--- src/rtl/if_id_buffer_pkg.sv ---
// Shared MIPS instruction-field layout, opcode constants and the IF/ID entry type
// used by the fetch-to-decode buffer.
package if_id_buffer_pkg;

  localparam int INSTR_W   = 32;
  localparam int PC_W_DEF  = 32;
  localparam int OPC_MSB   = 31;
  localparam int RS_MSB    = 25;
  localparam int RT_MSB    = 20;
  localparam int RD_MSB    = 15;
  localparam int SHAMT_MSB = 10;
  localparam int IMM_W     = 16;
  localparam int OPC_W     = 6;
  localparam int REG_W     = 5;
  localparam int FUNCT_W   = 6;

  localparam logic [5:0] OP_RTYPE = 6'h00;
  localparam logic [5:0] OP_ADDI  = 6'h08;
  localparam logic [5:0] OP_ORI   = 6'h0D;
  localparam logic [5:0] OP_LW    = 6'h23;
  localparam logic [5:0] OP_SW    = 6'h2B;
  localparam logic [5:0] OP_BEQ   = 6'h04;
  localparam logic [5:0] OP_J     = 6'h02;

  typedef struct packed {
    logic [PC_W_DEF-1:0] pc;
    logic [INSTR_W-1:0]  instr;
  } if_id_entry_t;

endpackage

--- src/rtl/if_id_fifo.sv ---
// Circular-buffer storage for the IF/ID stage: pointers, occupancy count and
// synchronous flush. Callers must not push when full or pop when empty.
module if_id_fifo #(
  parameter int DEPTH  = 2,
  parameter int DATA_W = 64
) (
  input  logic                     clk,
  input  logic                     rst_n,
  input  logic                     flush,
  input  logic                     push,
  input  logic                     pop,
  input  logic [DATA_W-1:0]        wr_data,
  output logic [DATA_W-1:0]        rd_data,
  output logic [$clog2(DEPTH):0]   count,
  output logic                     full,
  output logic                     empty
);

  localparam int PTR_W = $clog2(DEPTH);
  localparam int CNT_W = PTR_W + 1;

  logic [DATA_W-1:0] mem_r [DEPTH];
  logic [PTR_W-1:0]  rd_ptr_r;
  logic [PTR_W-1:0]  wr_ptr_r;
  logic [PTR_W-1:0]  rd_ptr_nxt_s;
  logic [PTR_W-1:0]  wr_ptr_nxt_s;
  logic [CNT_W-1:0]  count_r;
  logic [CNT_W-1:0]  count_nxt_s;
  logic              wr_en_s;

  assign rd_data = mem_r[rd_ptr_r];
  assign count   = count_r;
  assign full    = (count_r == CNT_W'(DEPTH));
  assign empty   = (count_r == CNT_W'(0));

  // Next-state for pointers and count; flush outranks push and pop.
  always_comb begin
    rd_ptr_nxt_s = rd_ptr_r;
    wr_ptr_nxt_s = wr_ptr_r;
    count_nxt_s  = count_r;
    wr_en_s      = 1'b0;
    if (flush) begin
      rd_ptr_nxt_s = PTR_W'(0);
      wr_ptr_nxt_s = PTR_W'(0);
      count_nxt_s  = CNT_W'(0);
    end else begin
      if (push) begin
        wr_ptr_nxt_s = wr_ptr_r + PTR_W'(1);
        wr_en_s      = 1'b1;
      end else begin
        wr_ptr_nxt_s = wr_ptr_r;
      end
      if (pop) begin
        rd_ptr_nxt_s = rd_ptr_r + PTR_W'(1);
      end else begin
        rd_ptr_nxt_s = rd_ptr_r;
      end
      case ({push, pop})
        2'b10:   count_nxt_s = count_r + CNT_W'(1);
        2'b01:   count_nxt_s = count_r - CNT_W'(1);
        default: count_nxt_s = count_r;
      endcase
    end
  end

  // Pointer and count registers.
  always_ff @(posedge clk or negedge rst_n) begin
    if (!rst_n) begin
      rd_ptr_r <= PTR_W'(0);
      wr_ptr_r <= PTR_W'(0);
      count_r  <= CNT_W'(0);
    end else begin
      rd_ptr_r <= rd_ptr_nxt_s;
      wr_ptr_r <= wr_ptr_nxt_s;
      count_r  <= count_nxt_s;
    end
  end

  // Entry storage; cleared on reset so an empty head reads as zero.
  always_ff @(posedge clk or negedge rst_n) begin
    if (!rst_n) begin
      for (int i = 0; i < DEPTH; i++) begin
        mem_r[i] <= '0;
      end
    end else if (wr_en_s) begin
      mem_r[wr_ptr_r] <= wr_data;
    end
  end

endmodule

--- src/rtl/if_id_buffer.sv ---
// IF/ID pipeline buffer: valid/ready handshake around a small FIFO of (pc, instr)
// pairs, with the head instruction sliced into MIPS fields for decode.
module if_id_buffer
  import if_id_buffer_pkg::*;
#(
  parameter int DEPTH = 2,
  parameter int PC_W  = 32
) (
  input  logic                     clk,
  input  logic                     rst_n,
  input  logic                     in_valid,
  output logic                     in_ready,
  input  logic [PC_W-1:0]          in_pc,
  input  logic [INSTR_W-1:0]       in_instr,
  input  logic                     flush,
  output logic                     out_valid,
  input  logic                     out_ready,
  output logic [PC_W-1:0]          out_pc,
  output logic [INSTR_W-1:0]       out_instr,
  output logic [OPC_W-1:0]         out_opcode,
  output logic [REG_W-1:0]         out_rs,
  output logic [REG_W-1:0]         out_rt,
  output logic [REG_W-1:0]         out_rd,
  output logic [REG_W-1:0]         out_shamt,
  output logic [FUNCT_W-1:0]       out_funct,
  output logic [IMM_W-1:0]         out_imm,
  output logic [$clog2(DEPTH):0]   occupancy
);

  localparam int ENTRY_W = PC_W + INSTR_W;

  logic               push_s;
  logic               pop_s;
  logic               full_s;
  logic               empty_s;
  logic [ENTRY_W-1:0] head_s;
  logic [INSTR_W-1:0] head_instr_s;

  // in_ready comes from registered state only, keeping out_ready off that path.
  assign in_ready     = ~full_s;
  assign out_valid    = ~empty_s;
  assign push_s       = in_valid & ~full_s & ~flush;
  assign pop_s        = ~empty_s & out_ready & ~flush;
  assign head_instr_s = head_s[INSTR_W-1:0];

  if_id_fifo #(
    .DEPTH  (DEPTH),
    .DATA_W (ENTRY_W)
  ) u_fifo (
    .clk     (clk),
    .rst_n   (rst_n),
    .flush   (flush),
    .push    (push_s),
    .pop     (pop_s),
    .wr_data ({in_pc, in_instr}),
    .rd_data (head_s),
    .count   (occupancy),
    .full    (full_s),
    .empty   (empty_s)
  );

  // Head fields, forced to zero when empty so decode sees a NOP bubble.
  always_comb begin
    out_pc     = '0;
    out_instr  = '0;
    out_opcode = '0;
    out_rs     = '0;
    out_rt     = '0;
    out_rd     = '0;
    out_shamt  = '0;
    out_funct  = '0;
    out_imm    = '0;
    if (!empty_s) begin
      out_pc     = head_s[ENTRY_W-1:INSTR_W];
      out_instr  = head_instr_s;
      out_opcode = head_instr_s[OPC_MSB -: OPC_W];
      out_rs     = head_instr_s[RS_MSB -: REG_W];
      out_rt     = head_instr_s[RT_MSB -: REG_W];
      out_rd     = head_instr_s[RD_MSB -: REG_W];
      out_shamt  = head_instr_s[SHAMT_MSB -: REG_W];
      out_funct  = head_instr_s[FUNCT_W-1:0];
      out_imm    = head_instr_s[IMM_W-1:0];
    end else begin
      out_pc     = '0;
      out_instr  = '0;
    end
  end

endmodule

--- config.mk ---
export PLATFORM = sky130hd
export DESIGN_NAME = if_id_buffer
export DESIGN_NICKNAME = d
export VERILOG_FILES = /design/src/rtl/if_id_buffer_pkg.sv /design/src/rtl/if_id_fifo.sv /design/src/rtl/if_id_buffer.sv
export SDC_FILE = /design/constraint.sdc
export NUM_CORES = 1
export LEC_CHECK = 0
export CELL_PAD_IN_SITES_DETAIL_PLACEMENT = 0
export CELL_PAD_IN_SITES_GLOBAL_PLACEMENT = 1
export CORE_MARGIN = 1
export CORE_UTILIZATION = 39
export CTS_CLUSTER_DIAMETER = 150
export CTS_CLUSTER_SIZE = 12
export DETAILED_ROUTE_END_ITERATION = 10
export PLACE_DENSITY = 0.86
export SYNTH_ARGS = -nofsm -noshare
export SYNTH_HDL_FRONTEND = slang
export SYNTH_HIERARCHICAL = 1
export SYNTH_SLANG_ARGS = --single-unit
--- constraint.sdc ---
create_clock -name clk -period 2.55 [get_ports clk]
set_input_delay 0.51 -clock clk [delete_from_list [all_inputs] [get_ports clk]]
set_output_delay 0.51 -clock clk [all_outputs]
set_load 0.01 [all_outputs]
== Word level (Yosys, flattened, before mapping) ==
Cells that the tools add are included.

* Bits in registers: 132
* Input bits: 69
* Output and inout port bits: 116
* Word-level logic and storage cells: 52

* Add/subtract/negate cells: 4
* Magnitude comparators: 3
* Equality and inequality tests: 3
* Muxes and demuxes: 23
* Bitwise gates (word level): 9
* Reductions and logical operators: 5

{| class="wikitable"
|+ Operators with widths
! kind !! number
|-
| 2-to-1 mux 64 bit || 4
|-
| bitwise mux 128 bit || 1
|-
| demux 64 bit (select 1 bit) || 1
|-
| 2-to-1 mux 32 bit || 2
|-
| 2-to-1 mux 5 bit || 4
|-
| 2-to-1 mux 16 bit || 1
|-
| 2-to-1 mux 6 bit || 2
|-
| 2-to-1 mux 1 bit || 6
|-
| bitwise AND 1 bit || 4
|-
| == test 2 bit (second input constant) || 2
|-
| greater-or-equal comparator 2 bit (second input constant) || 2
|-
| inverter 1 -> 2 bit || 2
|-
| case mux 2 bit (2 select lines) || 1
|-
| nonzero test 2 bit || 2
|-
| inverter 1 bit || 3
|-
| nonzero test 3 bit || 1
|-
| adder 1 bit (second input constant) || 2
|-
| adder 2 x 1 -> 2 bit (second input constant) || 1
|-
| == test 2 x 1 -> 1 bit (second input constant) || 1
|-
| logical NOT 2 bit || 1
|-
| less-than comparator 2 x 1 -> 1 bit (second input constant) || 1
|-
| 2-to-1 mux 2 bit || 1
|-
| subtractor 2 x 1 -> 2 bit (second input constant) || 1
|-
| logical AND 1 bit || 1
|}

== Logic depth before layout (Yosys ltp) ==
* Word-level depth: 7
* Depth in mapped cells: 6
* Gate-level depth less buffers: 5

== By module ==
Netlist, hierarchy kept.

{| class="wikitable"
|+ By module, submodules not included
! module !! instances !! cells each !! area each (µm²)
|-
| if_id_fifo || 1 || 361 || 6,043.3
|-
| if_id_buffer || 1 || 123 || 845.8
|}

== Worst setup path before layout ==
No wires, ideal clock.

* Kind: register to register
* Start point: register u_fifo.count_r[1] (netlist: u_fifo/count[1])
* End point: register u_fifo/mem_r[100] (netlist bit)
* Setup time: 125 ps
* Arrival: 1,990 ps
* Setup slack: 435 ps
* Stages on the path, launching flop included: 7
* Path buffers: 2
* Clock period less this slack: 2,115 ps
* Path through: dfrtp_1 > nor2b_1 > nor3b_1 > nor3b_2 > buf_6 > buf_12 > mux2_4

* Cells in the longest elaborated chain, start to end: 6

{| class="wikitable"
|+ Ends and longest elaborated chain
! what !! RTL line !! text
|-
| from (decl) || if_id_fifo.sv:27 || <nowiki>logic [CNT_W-1:0] count_r;</nowiki>
|-
| from (signal assigned) || if_id_fifo.sv:75 || <nowiki>count_r <= count_nxt_s;</nowiki>
|-
| == test 2 bit || if_id_fifo.sv:33 || <nowiki>assign full = (count_r == CNT_W'(DEPTH));</nowiki>
|-
| net full_s || if_id_buffer.sv:34 || <nowiki>logic full_s;</nowiki>
|-
| inverter 1 bit || if_id_buffer.sv:42 || <nowiki>assign push_s = in_valid & ~full_s & ~flush;</nowiki>
|-
| bitwise AND 1 bit (2 in series) || if_id_buffer.sv:42 ||
|-
| net push_s || if_id_buffer.sv:32 || <nowiki>logic push_s;</nowiki>
|-
| 2-to-1 mux 1 bit || if_id_fifo.sv:47 || <nowiki>if (push) begin</nowiki>
|-
| 2-to-1 mux 1 bit || if_id_fifo.sv:42 || <nowiki>if (flush) begin</nowiki>
|-
| to (signal, indexed assignment) || if_id_fifo.sv:86 || <nowiki>mem_r[wr_ptr_r] <= wr_data;</nowiki>
|-
| to (decl) || if_id_fifo.sv:22 || <nowiki>logic [DATA_W-1:0] mem_r [DEPTH];</nowiki>
|}

The timed path passes the listed nets, and every way through them passes these cells.
A chain may end at the register's enable or synchronous reset.

== Worst setup path in the final report ==
* Start point: register u_fifo.rd_ptr_r
* End point: output out_pc[19]

* Cells in the longest elaborated chain, start to end: 5

{| class="wikitable"
|+ Ends and longest elaborated chain
! what !! RTL line !! text
|-
| from (decl) || if_id_fifo.sv:23 || <nowiki>logic [PTR_W-1:0] rd_ptr_r;</nowiki>
|-
| from (signal assigned) || if_id_fifo.sv:73 || <nowiki>rd_ptr_r <= rd_ptr_nxt_s;</nowiki>
|-
| inverter 1 -> 2 bit (implied by the code) || if_id_fifo.sv:31 || <nowiki>assign rd_data = mem_r[rd_ptr_r];</nowiki>
|-
| 2-to-1 mux 64 bit (implied by the code) (3 in series) || if_id_fifo.sv:31 ||
|-
| net head_s[51] || if_id_buffer.sv:36 || <nowiki>logic [ENTRY_W-1:0] head_s;</nowiki>
|-
| 2-to-1 mux 32 bit || if_id_buffer.sv:73 || <nowiki>if (!empty_s) begin</nowiki>
|-
| to (decl) || if_id_buffer.sv:18 || <nowiki>output logic [PC_W-1:0] out_pc,</nowiki>
|}

The timed path passes the listed nets, and every way through them passes these cells. The select of a mux whose other input is x is not followed.

==> run summary <==
vias per cell: 4.78
post-synthesis sequential area ratio: 47.9%
Hold Buf Count CTS: 0
CP endpoint kind: primary output
hold crit path type: in -> async
Setup violations, final: 0
unrepaired setup endpoints after global routing: false
Slew Limit Fails: 0
Top FF cell, synth: dfrtp_1
Tot Pwr: 7.94 mW
area grow syn2layout: 33.5%
Iter 0 DRT Violations: 141
fraction of registers with async set or reset after synthesis: 100%
post-synth top area share: 47.9%
ant diodes: 0
pwr dens: 863 nW/µm²
simple-gate portion of the synthesized area: 7.07%
Clock H-tree levels: 4
GRT overflow: 0
FF/Latch Area: 3310 µm²
EDFF count, synth: 0
Tot GR Track Use: 17.2%
Max VDD drop: 0.000486 V
Final WS setup: 84.7 ps
post-synthesis register bit count: 132
first-pass GRT wire length: 23.7 mm
Ports: 185
Tmin final: 2470 ps
clk_skew: 11.5 ps
CTS sink cnt: 132
FP Rows: 48
f_max: 406 MHz
Synth Warn #: 6
Netlist Area Pre-Place: 6890 µm²
CP Data Required Time: 2040 ps
RePlAce Congestion: 0.762
die height: 135 µm
Synth Net Count: 553
fin util: 53.2%
vias in the first global route: 4409
FILL cells: 1466
drt drc: 0
post-synthesis compound-gate area fraction: 0.0726%
Clk pin slew, worst setup/hold paths: 60 ps
top post-synthesis cells by count: dfrtp_1, mux2_2, nor2b_1
Fin. Hold Viols: 0
Synth Instances: 484
critical path fanouts, max: 12
final worst-path cycle share: 96.7%
WHS: 82.4 ps
CTS tree: yes
Post-Synth XOR/XNOR Area: 0.509%
Setup WS pre-CTS: 140 ps
Setup TNS Final: 0 ps
initial core utilization: 39.8%
multi-input logic area: 2960 µm²
Reg2Reg Depth: 5
First-pass DRT Iterations: 4
clk buf depth: 2
initial antenna violation count: 0
max cap viols: 0
Worst Path Arrival: 1960 ps
largest family of logic cells by synthesized area: multiplexers
mux contribution to synthesized area: 34.7%
top cells by area, synth: dfrtp_1, mux2_2, mux2_4
Critical Path Start Type: flop
fraction of the mapped netlist area in adder cells: 0%
post-synth top area cell: dfrtp_1
DP HPWL: 9.69 mm
Tightest Pin Transition: 566 ps
relative slew slack: 62.3%
mean cell area of the mapped netlist: 14.2 µm²
static leakage: 4.41 nW
die area: 18200 µm²
Vias: 4183
Post-DRT Antenna Nets: 0
Post-Route WL: 14.7 mm
Synth cell types: 18
Die X: 135 µm
largest net degree at the start of global routing: 69
share of cells above drive strength 1: 40.9%
Worst-Skew Late Latency: 420 ps
crit path kind: reg -> out
port bufs: 184
Core Area: 17300 µm²
wire per inst: 16.8 µm
Net count, final: 706
number of buffers created by CTS: 17
CTS root buffer: clkbuf_16
status: finished, final reports clean
==> per-layer routing <==
layer  up-vias  part of all wire, %  track usage [%]
li1       1915                    -                -
met1      2112                   45             22.1
met2       144                   48             27.9
met3        12                  6.1             5.44
met4         0                 0.84             4.31
met5         -                    0                0
==> report_power, final <==
part / switching (mW) / internal (mW) / leakage, nW
combinational: 0.908 / 1.55 / 2.51
clock: 0.902 / 1.49 / 0.286
sequential: 0.339 / 2.74 / 1.62
==> state kept, by name, summed over array words and instances (netlist names) <==
signal	count
u_fifo/mem_r	128
u_fifo/count	2
u_fifo/wr_ptr_r	1
u_fifo/rd_ptr_r	1
==> final cells by class <==
cell class | count | area share (%)
Clock buffer | 20 | 4.97
Clock inverter | 12 | 1.41
Tap cell | 225 | 3.06
Multi-Input combinational cell | 274 | 32.1
Timing Repair Buffer | 210 | 22.4
Sequential cell | 132 | 35.9
Inverter | 2 | 0.0816
==> stage by stage <==
stage,area [µm²],cells
finish,9200,875
detailed placement,8580,833
global placement,8580,833
floorplan,6890,484
global route,9200,875
CTS,9170,872
==> repair_timing <==
| action | CTS | global route |
|---|---|---|
| endpoints found under the setup margin | 110 | 2 |
| gates cloned | 1 | 0 |
| setup buffers | 6 | 3 |
| gates resized for setup | 125 | 1 |
| pin swaps | 0 | 0 |
==> placed cells by master (no fill, tap or decap) <==
master           count
nor3_1               1
xnor2_1              3
nor3b_1              4
clkinv_2             4
xor2_1               1
dlygate4sd2_1      111
clkinv_4             3
nor2_1               3
clkbuf_8             2
buf_16               1
clkbuf_16           17
and3b_2              1
mux2_4              60
nor2b_1             54
dfrtp_2              2
dlymetal6s2s_1       1
nor2b_2             11
buf_6                1
clkdlybuf4s50_1     71
bufinv_16            2
buf_4               14
inv_6                1
nor3b_4              1
dfrtp_1            130
inv_1                2
buf_12              11
clkbuf_1             1
clkinvlp_4           2
nor2_4               1
mux2_2             132
nand3b_1             1
o21ai_0              1
==> worst paths after layout <==
check	from	end	slack [ps]
max	u_fifo/rd_ptr_r	out_pc[19]	80
min	rst_n	u_fifo/mem_r[85]	80
max reg2reg	u_fifo/count[1]	u_fifo/mem_r[94]	480
min reg2reg	u_fifo/mem_r[40]	u_fifo/mem_r[40]	500
max in group asynchronous	rst_n	u_fifo/mem_r[57]	1680
min in group clk	u_fifo/mem_r[40]	u_fifo/mem_r[40]	500
==> cell families after synthesis <==
kind of cell    Yosys count
flops                   132
simple gates             77
mux                     192
xor+xnor                  4
buf+inv                  78
compound gates            1
==> critical path: stages, from the launching register on <==
cell           delay [ps]
dfrtp_2               440
buf_12                170
buf_4                 170
mux2_2                340
nor2b_1               140
dlygate4sd2_1         290
No activity file was read; power rests on OpenSTA's default activity.
